==> src/rtl/orb_pkg.sv <==
// Constants, FSM encoding and address map shared by the orbital-frame packer and reader.
// Both sides must use orb_addr so that packet/word slots line up in the frame RAM.
package orb_pkg;

  localparam int WORD_W = 12;
  localparam int ADDR_W = 11;
  localparam int WPP    = 16;
  localparam int NPACK  = 64;
  localparam int WIDX_W = 4;
  localparam int PIDX_W = 6;
  localparam int BCNT_W = 4;

  typedef enum logic [2:0] {IDLE, FETCH, WAITD, SHIFT, NEXT, DONE} orb_state_t;

  function automatic logic [ADDR_W-1:0] orb_addr(input logic [PIDX_W-1:0] pack,
                                                  input logic [WIDX_W-1:0] word);
    return {pack, word, 1'b0};
  endfunction

endpackage

==> src/rtl/orb_piso.sv <==
// Parallel-load, MSB-first shift register with a remaining-bit counter.
// Load wins over shift; o_msb is the bit that the next shift will retire.
module orb_piso
  import orb_pkg::*;
(
  input  logic              clk,
  input  logic              rst,
  input  logic              i_load,
  input  logic              i_shift,
  input  logic [WORD_W-1:0] i_data,
  output logic              o_msb,
  output logic [BCNT_W-1:0] o_bitCnt
);

  logic [WORD_W-1:0] r_sh;
  logic [BCNT_W-1:0] r_cnt;

  always_ff @(posedge clk or negedge rst) begin
    if (!rst) begin
      r_sh  <= '0;
      r_cnt <= '0;
    end else if (i_load) begin
      r_sh  <= i_data;
      r_cnt <= BCNT_W'(WORD_W);
    end else if (i_shift) begin
      r_sh  <= {r_sh[WORD_W-2:0], 1'b0};
      r_cnt <= r_cnt - BCNT_W'(1);
    end
  end

  assign o_msb    = r_sh[WORD_W-1];
  assign o_bitCnt = r_cnt;

endmodule

==> src/rtl/orb_frame_reader.sv <==
// Reads a full 64x16-word frame out of the packer RAM and serialises it MSB-first on bitTick.
// A word's first bit waits for the first bitTick after load; ticks outside SHIFT/DONE are dropped.
module orb_frame_reader
  import orb_pkg::*;
#(
  parameter int RD_LAT = 1
) (
  input  logic              clk,
  input  logic              rst,
  input  logic              i_start,
  input  logic              i_bitTick,
  input  logic [WORD_W-1:0] i_rdData,
  output logic [ADDR_W-1:0] o_rdAddr,
  output logic              o_RE,
  output logic              o_serOut,
  output logic              o_serValid,
  output logic              o_wordStb,
  output logic              o_busy,
  output logic              o_frameDone,
  output logic              o_swOut
);

  orb_state_t        r_state, w_next;
  logic [2:0]        r_sync;
  logic [PIDX_W-1:0] r_pack;
  logic [WIDX_W-1:0] r_word;
  logic [1:0]        r_wcnt;
  logic              r_serOut, r_serValid, r_wordStb, r_busy, r_frameDone, r_swOut;
  logic              w_startEdge, w_load, w_shift, w_lastWord, w_msb;
  logic [BCNT_W-1:0] w_bitCnt;

  assign w_startEdge = r_sync[1] & ~r_sync[2];
  assign w_lastWord  = (r_pack == PIDX_W'(NPACK-1)) && (r_word == WIDX_W'(WPP-1));

  orb_piso u_piso (
    .clk      (clk),
    .rst      (rst),
    .i_load   (w_load),
    .i_shift  (w_shift),
    .i_data   (i_rdData),
    .o_msb    (w_msb),
    .o_bitCnt (w_bitCnt)
  );

  always_ff @(posedge clk or negedge rst) begin
    if (!rst) r_state <= IDLE;
    else      r_state <= w_next;
  end

  always_comb begin
    w_next  = r_state;
    w_load  = 1'b0;
    w_shift = 1'b0;
    case (r_state)
      IDLE:  if (w_startEdge) w_next = FETCH;
      FETCH: w_next = WAITD;
      WAITD: if (r_wcnt == 2'(RD_LAT-1)) begin
               w_load = 1'b1;
               w_next = SHIFT;
             end
      SHIFT: if (i_bitTick) begin
               w_shift = 1'b1;
               if (w_bitCnt == BCNT_W'(1)) w_next = NEXT;
             end
      NEXT:  w_next = w_lastWord ? DONE : FETCH;
      DONE:  if (i_bitTick) w_next = IDLE;
      default: w_next = IDLE;
    endcase
  end

  always_ff @(posedge clk or negedge rst) begin
    if (!rst) begin
      r_sync      <= '0;
      r_pack      <= '0;
      r_word      <= '0;
      r_wcnt      <= '0;
      r_serOut    <= 1'b0;
      r_serValid  <= 1'b0;
      r_wordStb   <= 1'b0;
      r_busy      <= 1'b0;
      r_frameDone <= 1'b0;
      r_swOut     <= 1'b0;
    end else begin
      r_sync      <= {r_sync[1:0], i_start};
      r_wordStb   <= 1'b0;
      r_frameDone <= 1'b0;
      case (r_state)
        IDLE: if (w_startEdge) begin
                r_pack <= '0;
                r_word <= '0;
                r_busy <= 1'b1;
              end
        FETCH: r_wcnt <= '0;
        WAITD: r_wcnt <= r_wcnt + 2'd1;
        SHIFT: if (i_bitTick) begin
                 r_serOut   <= w_msb;
                 r_serValid <= 1'b1;
                 r_wordStb  <= (w_bitCnt == BCNT_W'(WORD_W));
               end
        NEXT: begin
                r_word <= r_word + WIDX_W'(1);
                if (r_word == WIDX_W'(WPP-1)) r_pack <= r_pack + PIDX_W'(1);
              end
        // serValid drops and the swap flag flips on the tick after the final LSB
        DONE: if (i_bitTick) begin
                r_serValid  <= 1'b0;
                r_serOut    <= 1'b0;
                r_frameDone <= 1'b1;
                r_swOut     <= ~r_swOut;
                r_busy      <= 1'b0;
              end
        default: ;
      endcase
    end
  end

  assign o_rdAddr    = orb_addr(r_pack, r_word);
  assign o_RE        = (r_state == FETCH);
  assign o_serOut    = r_serOut;
  assign o_serValid  = r_serValid;
  assign o_wordStb   = r_wordStb;
  assign o_busy      = r_busy;
  assign o_frameDone = r_frameDone;
  assign o_swOut     = r_swOut;

endmodule
==> config.mk <==
export PLATFORM = sky130hd
export DESIGN_NAME = orb_frame_reader
export DESIGN_NICKNAME = d
export VERILOG_FILES = /design/src/rtl/orb_pkg.sv /design/src/rtl/orb_piso.sv /design/src/rtl/orb_frame_reader.sv
export SDC_FILE = /design/constraint.sdc
export NUM_CORES = 1
export LEC_CHECK = 0
export BUFFER_PORTS_ARGS = -buffer_cell sky130_fd_sc_hd__buf_2
export CAP_MARGIN = 20
export CELL_PAD_IN_SITES_DETAIL_PLACEMENT = 1
export CELL_PAD_IN_SITES_GLOBAL_PLACEMENT = 1
export CORE_UTILIZATION = 43
export DETAILED_ROUTE_END_ITERATION = 7
export PLACE_DENSITY = 0.91
export SLEW_MARGIN = 30
export SYNTH_ARGS = -nofsm -noshare
export SYNTH_HDL_FRONTEND = slang
export SYNTH_HIERARCHICAL = 1
export SYNTH_SLANG_ARGS = --single-unit
==> constraint.sdc <==
create_clock -name clk -period 1.7 [get_ports clk]
set_input_delay 0.34 -clock clk [delete_from_list [all_inputs] [get_ports clk]]
set_output_delay 0.34 -clock clk [all_outputs]
set_load 0.02 [all_outputs]
## Word level (Yosys, flattened, before mapping)

Index checks and enable logic that the tools add are counted.

- Register bits: 40
- Bits of input ports: 16

- Add/subtract/negate cells: 4
- Equal/unequal tests: 15
- Multiplexer cells: 31
- Bitwise gates (word level): 3
- Reductions and logical operators: 14

Operators with widths:

| operator | count |
|---|---|
| $mux 12 | 2 |
| $mux 3 | 6 |
| $pmux 3 s6 | 1 |
| $mux 4 | 3 |
| $mux 6 | 2 |
| $ne 2x2->1 const B | 6 |
| $pmux 6 s2 | 1 |
| $mux 1 | 11 |
| $reduce_bool 2->1 | 5 |
| $reduce_and 3->1 | 3 |
| $eq 4x4->1 const B | 2 |
| $pmux 4 s2 | 1 |
| $add 6x1->6 const B | 1 |
| $eq 3x2->1 const B | 2 |
| $eq 3x3->1 const B | 2 |
| $eq 6x6->1 const B | 1 |
| $pmux 1 s2 | 3 |
| $reduce_and 5->1 | 1 |
| $add 4x1->4 const B | 1 |
| $eq 4x1->1 const B | 1 |
| $pmux 2 s2 | 1 |
| $reduce_and 2->1 | 2 |
| $sub 4x1->4 const B | 1 |
| $eq 3x1->1 const B | 1 |
| other kinds (6) | 7 |

## Logic depth before layout (Yosys ltp)

- Word-level depth: 4
- Mapped depth: 7

## Cells and area by module

The synthesis kept the hierarchy.

By module, submodules not included:

| module | instances | cells each | area each (µm²) |
|---|---|---|---|
| orb_frame_reader | 1 | 117 | 1172.4 |
| orb_piso | 1 | 72 | 785.8 |

## Worst setup path before layout

Ideal clock, no wire load.

- Kind: flip-flop to output port
- Start point: register r_state[2]
- End point: output port o_RE
- Arrival: 1127 ps
- Data required time: 1360 ps
- Slack: 233 ps
- Stages on the path, launching flop included: 3
- Path buffers: 1
- Path through: dfrtp_1 -> buf_2 -> nor3b_1

- Word-level cells in the longest chain between the ends: 1

RTL lines:

| item | RTL line | RTL |
|---|---|---|
| start, declared | orb_frame_reader.sv:23 | `orb_state_t r_state, w_next;` |
| start signal, assigned | orb_frame_reader.sv:47 | `else r_state <= w_next;` |
| $eq 3x1->1 | orb_frame_reader.sv:118 | `assign o_RE = (r_state == FETCH);` |
| end, declared | orb_frame_reader.sv:14 | `output logic o_RE,` |

No other way between the ends.

## Worst setup path after layout

- Start point: register r_state[1]
- End point: register r_word[0]

- Word-level cells in the longest chain between the ends: 3

RTL lines:

| item | RTL line | RTL |
|---|---|---|
| $eq 3x3->1 or $logic_not 3->1 (tied branches) | orb_frame_reader.sv:87 | `case (r_state)` |
| $reduce_bool 2->1 (no line) or $ne 2x2->1 (tied branches) | -- |  |
| $reduce_and 2->1 (no line) | -- |  |
| end signal, assigned | orb_frame_reader.sv:101 | `r_word <= r_word + WIDX_W'(1);` |
| end, declared | orb_frame_reader.sv:26 | `logic [WIDX_W-1:0] r_word;` |

Parallel ways exist; a longest one is shown, timed or not.
A chain may end at the register's enable or synchronous reset.

==> results_dict.tcl <==
set metrics [dict create \
    yosys.cell_count.top_type "dfrtp_1" \
    yosysSeqAreaShare 0.511 \
    hold_path_depth 1 \
    num_rows 24 \
    fin_crit_ns 1.72 \
    ys.warnings.count 6 \
    synth_simple_gate_area_frac 0.204 \
    drive_above_1_share 0.295 \
    port_buffers 32 \
    multi_input_area_um2 862 \
    cp.arrival_ns 1.87 \
    worst_slack_ns -0.0202 \
    drcViolationCount 0 \
    reg2reg_depth 5 \
    met3_usage 0.0552 \
    crit_type "reg2reg" \
    crit_required_ns 1.85 \
    syn2layout_area_growth_pct 22.6 \
    cts_buffers 5 \
    crit_fanout 8 \
    worstMarginPinSlew_ns 0.531 \
    regToRegEndpoint "r_word[0]$_DFFE_PN0P_" \
    overflow 0 \
    worst_setup_path_end_kind "flip-flop" \
    synth-compound-area-share 0.109 \
    slew_violations 0 \
    die_h_um 69.5 \
    slew_headroom 0.645 \
    ios 34 \
    grt-busiest-layer "met2" \
    num_antenna_cells 0 \
    fin_skew_ns 0.0133 \
    cp_cell_sequence "buf_4 -> nor2_1 -> o21ai_0 -> nand2_1 -> o21ai_0" \
    clk_latency_ns 0.31 \
    clock.fmax_ghz 0.581 \
    use_met2 0.356 \
    async_flop_share 1.00 \
    routed_via_density 5.58 \
    leakage_nw 1.14 \
    crit_path_top_delay_cell "dfrtp_2" \
    r2r_setup_slack_ns -0.02 \
    yosys.area_share.xor_xnor 0.0268 \
    synth_top_family_by_area "simple AND/OR/NAND/NOR gates" \
    maxCapViolations 0 \
    gp_congestion 0.755 \
    synth_cell_type_count 43 \
    syn-cell-area_um2 1960 \
    synth_mux_area_frac 0.0671 \
    critPathLaunchType "flip-flop" \
    dieArea_um2 4830 \
    synth_nets 209 \
    critical_path.most_common_cell "o21ai_0" \
    vdd_ir_drop_max_mv 0.733 \
    synth_area_leaders "dfrtp_1 (51%), mux2i_1 (6.1%), nand2_1 (4.4%)" \
    clk_pin_slew_ns 0.08 \
    netlist_instances 189 \
    setup_viol 1 \
    core_um2 4350 \
    post-dp-hpwl_um 3180 \
    synth_edf_count 0 \
    violations "setup timing" \
    die-width_um 69.5 \
    antenna_found_initial 0 \
    post-place-ws_ns 0.0422 \
    seq_area_um2 1000 \
    setup_tns_ns -0.0202 \
    status "finished with violations" \
    endpoint "r_word[0]$_DFFE_PN0P_" \
    grt_max_degree 30 \
    wl_per_cell_um 17.8 \
    synth_area_leader_cell "dfrtp_1" \
    powerDensity_nw_per_um2 1710 \
    antenna_left 0 \
    synth.cells.most_frequent "dfrtp_1 (40), nand2_1 (23), o21ai_0 (14)" \
    cts_tree "built" \
    grt_pass1_vias 1609 \
    grt_pass1_wl_um 7890 \
    root_buffer "clkbuf_8" \
    crit_path_start "r_state[1]$_DFFE_PN0P_" \
    drt-total-wl_um 5090 \
    synthAdderAreaFrac 0.0256 \
    yosysTopAreaCellShare 0.511 \
    synth_ff_type "dfrtp_1" \
    avgSynthCellArea_um2 10.4 \
    via_count 1596 \
    fill_cells 490 \
    cts.sinks 40 \
    min_period_over_period 1.01 \
    synth-seq-cells 40 \
    htree_levels 2 \
    grt_use_total 0.211 \
    hp-class "in2reg" \
    dr.pass1.iters 4 \
    initial_core_util 0.450 \
    globalRouteMet1Util 0.262 \
    r2r-start "r_state[1]$_DFFE_PN0P_" \
    nNetsFinal 253 \
    cpPeakStageDelay_ns 0.46 \
    drt_iter0_markers 80 \
    clockBufferDepth 2 \
    rsz0062_at_grt "yes" \
    hold_viol_final 0 \
]
worst max-delay path: cells and delay by family (launching register included):
| family | cells | cell delay, ns |
|---|---|---|
| AO/OA/AOI/OAI | 2 | 0.38 |
| buffers and inverters | 1 | 0.15 |
| flip-flops | 1 | 0.46 |
| AND/OR/NAND/NOR | 2 | 0.58 |
state kept, by name, indices dropped and copies added (netlist names):
name             flops
o_serOut             1
u_piso/o_bitCnt      4
r_wcnt               2
r_sync               3
r_state              3
o_swOut              1
r_pack               6
o_frameDone          1
o_serValid           1
o_busy               1
o_wordStb            1
r_word               4
u_piso/r_sh         12
through the flow:
stage / util / hold WS [ns] / instances / instance area (µm²) / power (mW)
2_1_floorplan: - / 0.0444 / 189 / 1960 / 2.55
3_3_place_gp: 0.508 / 0.315 / 272 / 2210 / 2.92
3_5_place_dp: 0.508 / 0.323 / 272 / 2210 / 3.05
4_1_cts: 0.541 / 0.132 / 281 / 2350 / 3.96
5_1_grt: 0.551 / 0.127 / 286 / 2400 / 4.36
6_report: 0.551 / 0.140 / 286 / 2400 / 4.11
cell usage in the layout (no fill, tap or decap), drive strengths merged, types with 7 or more instances in the layout:
cell,Yosys,layout
dfrtp,40,40
inv,8,8
clkbuf,1,7
mux2i,12,12
nand2,23,23
nand3,13,13
buf,9,46
o21ai,21,21
nor2,9,9
a21oi,7,7
kinds of logic after synthesis:
kind of cell    after synthesis
xor+xnor                      6
other cells                   1
mux                          13
simple gates                 70
buf+inv                      18
flops                        40
fa+ha+maj                     4
compound gates               37
final cells by class:
type                    instances  share of cell area
repair buffers                 47               0.130
well taps                      52              0.0271
flip-flops and latches         40               0.418
inverters                       8              0.0125
multi-input cells             131               0.359
clock inverters                 1              0.0125
clock buffers                   7              0.0401
worst min-delay path by stage:
| stage | start | to | slack [ns] |
|---|---|---|---|
| floorplan | rst | o_busy$_DFFE_PN0P_ | 0.04 |
| global placement | rst | r_word[1]$_DFFE_PN0P_ | 0.31 |
| detailed placement | rst | r_word[0]$_DFFE_PN0P_ | 0.32 |
| CTS | i_start | r_sync[0]$_DFF_PN0_ | 0.13 |
| global route | i_start | r_sync[0]$_DFF_PN0_ | 0.13 |
| finish | i_start | r_sync[0]$_DFF_PN0_ | 0.14 |
power breakdown:
group	switching [mW]	leakage, nW	internal, mW
logic	0.925	0.577	0.734
clock network	0.346	0.0645	0.518
registers	0.318	0.497	1.27
total	1.59	1.14	2.52
repair_timing:
action	4_1_cts	5_1_grt
hold buffers	1	0
buffers inserted	0	5
hold endpoints to repair	10	0
setup endpoints to repair	14	16
resized for setup	3	4
pin swaps	0	0
layer usage:
metal | wire length, µm | vias up
met4 | 108 | 0
met3 | 227 | 10
li1 | - | 739
met2 | 2630 | 51
met5 | 0 | -
met1 | 2130 | 796
Note: power is estimated with default switching activity, not from simulation.
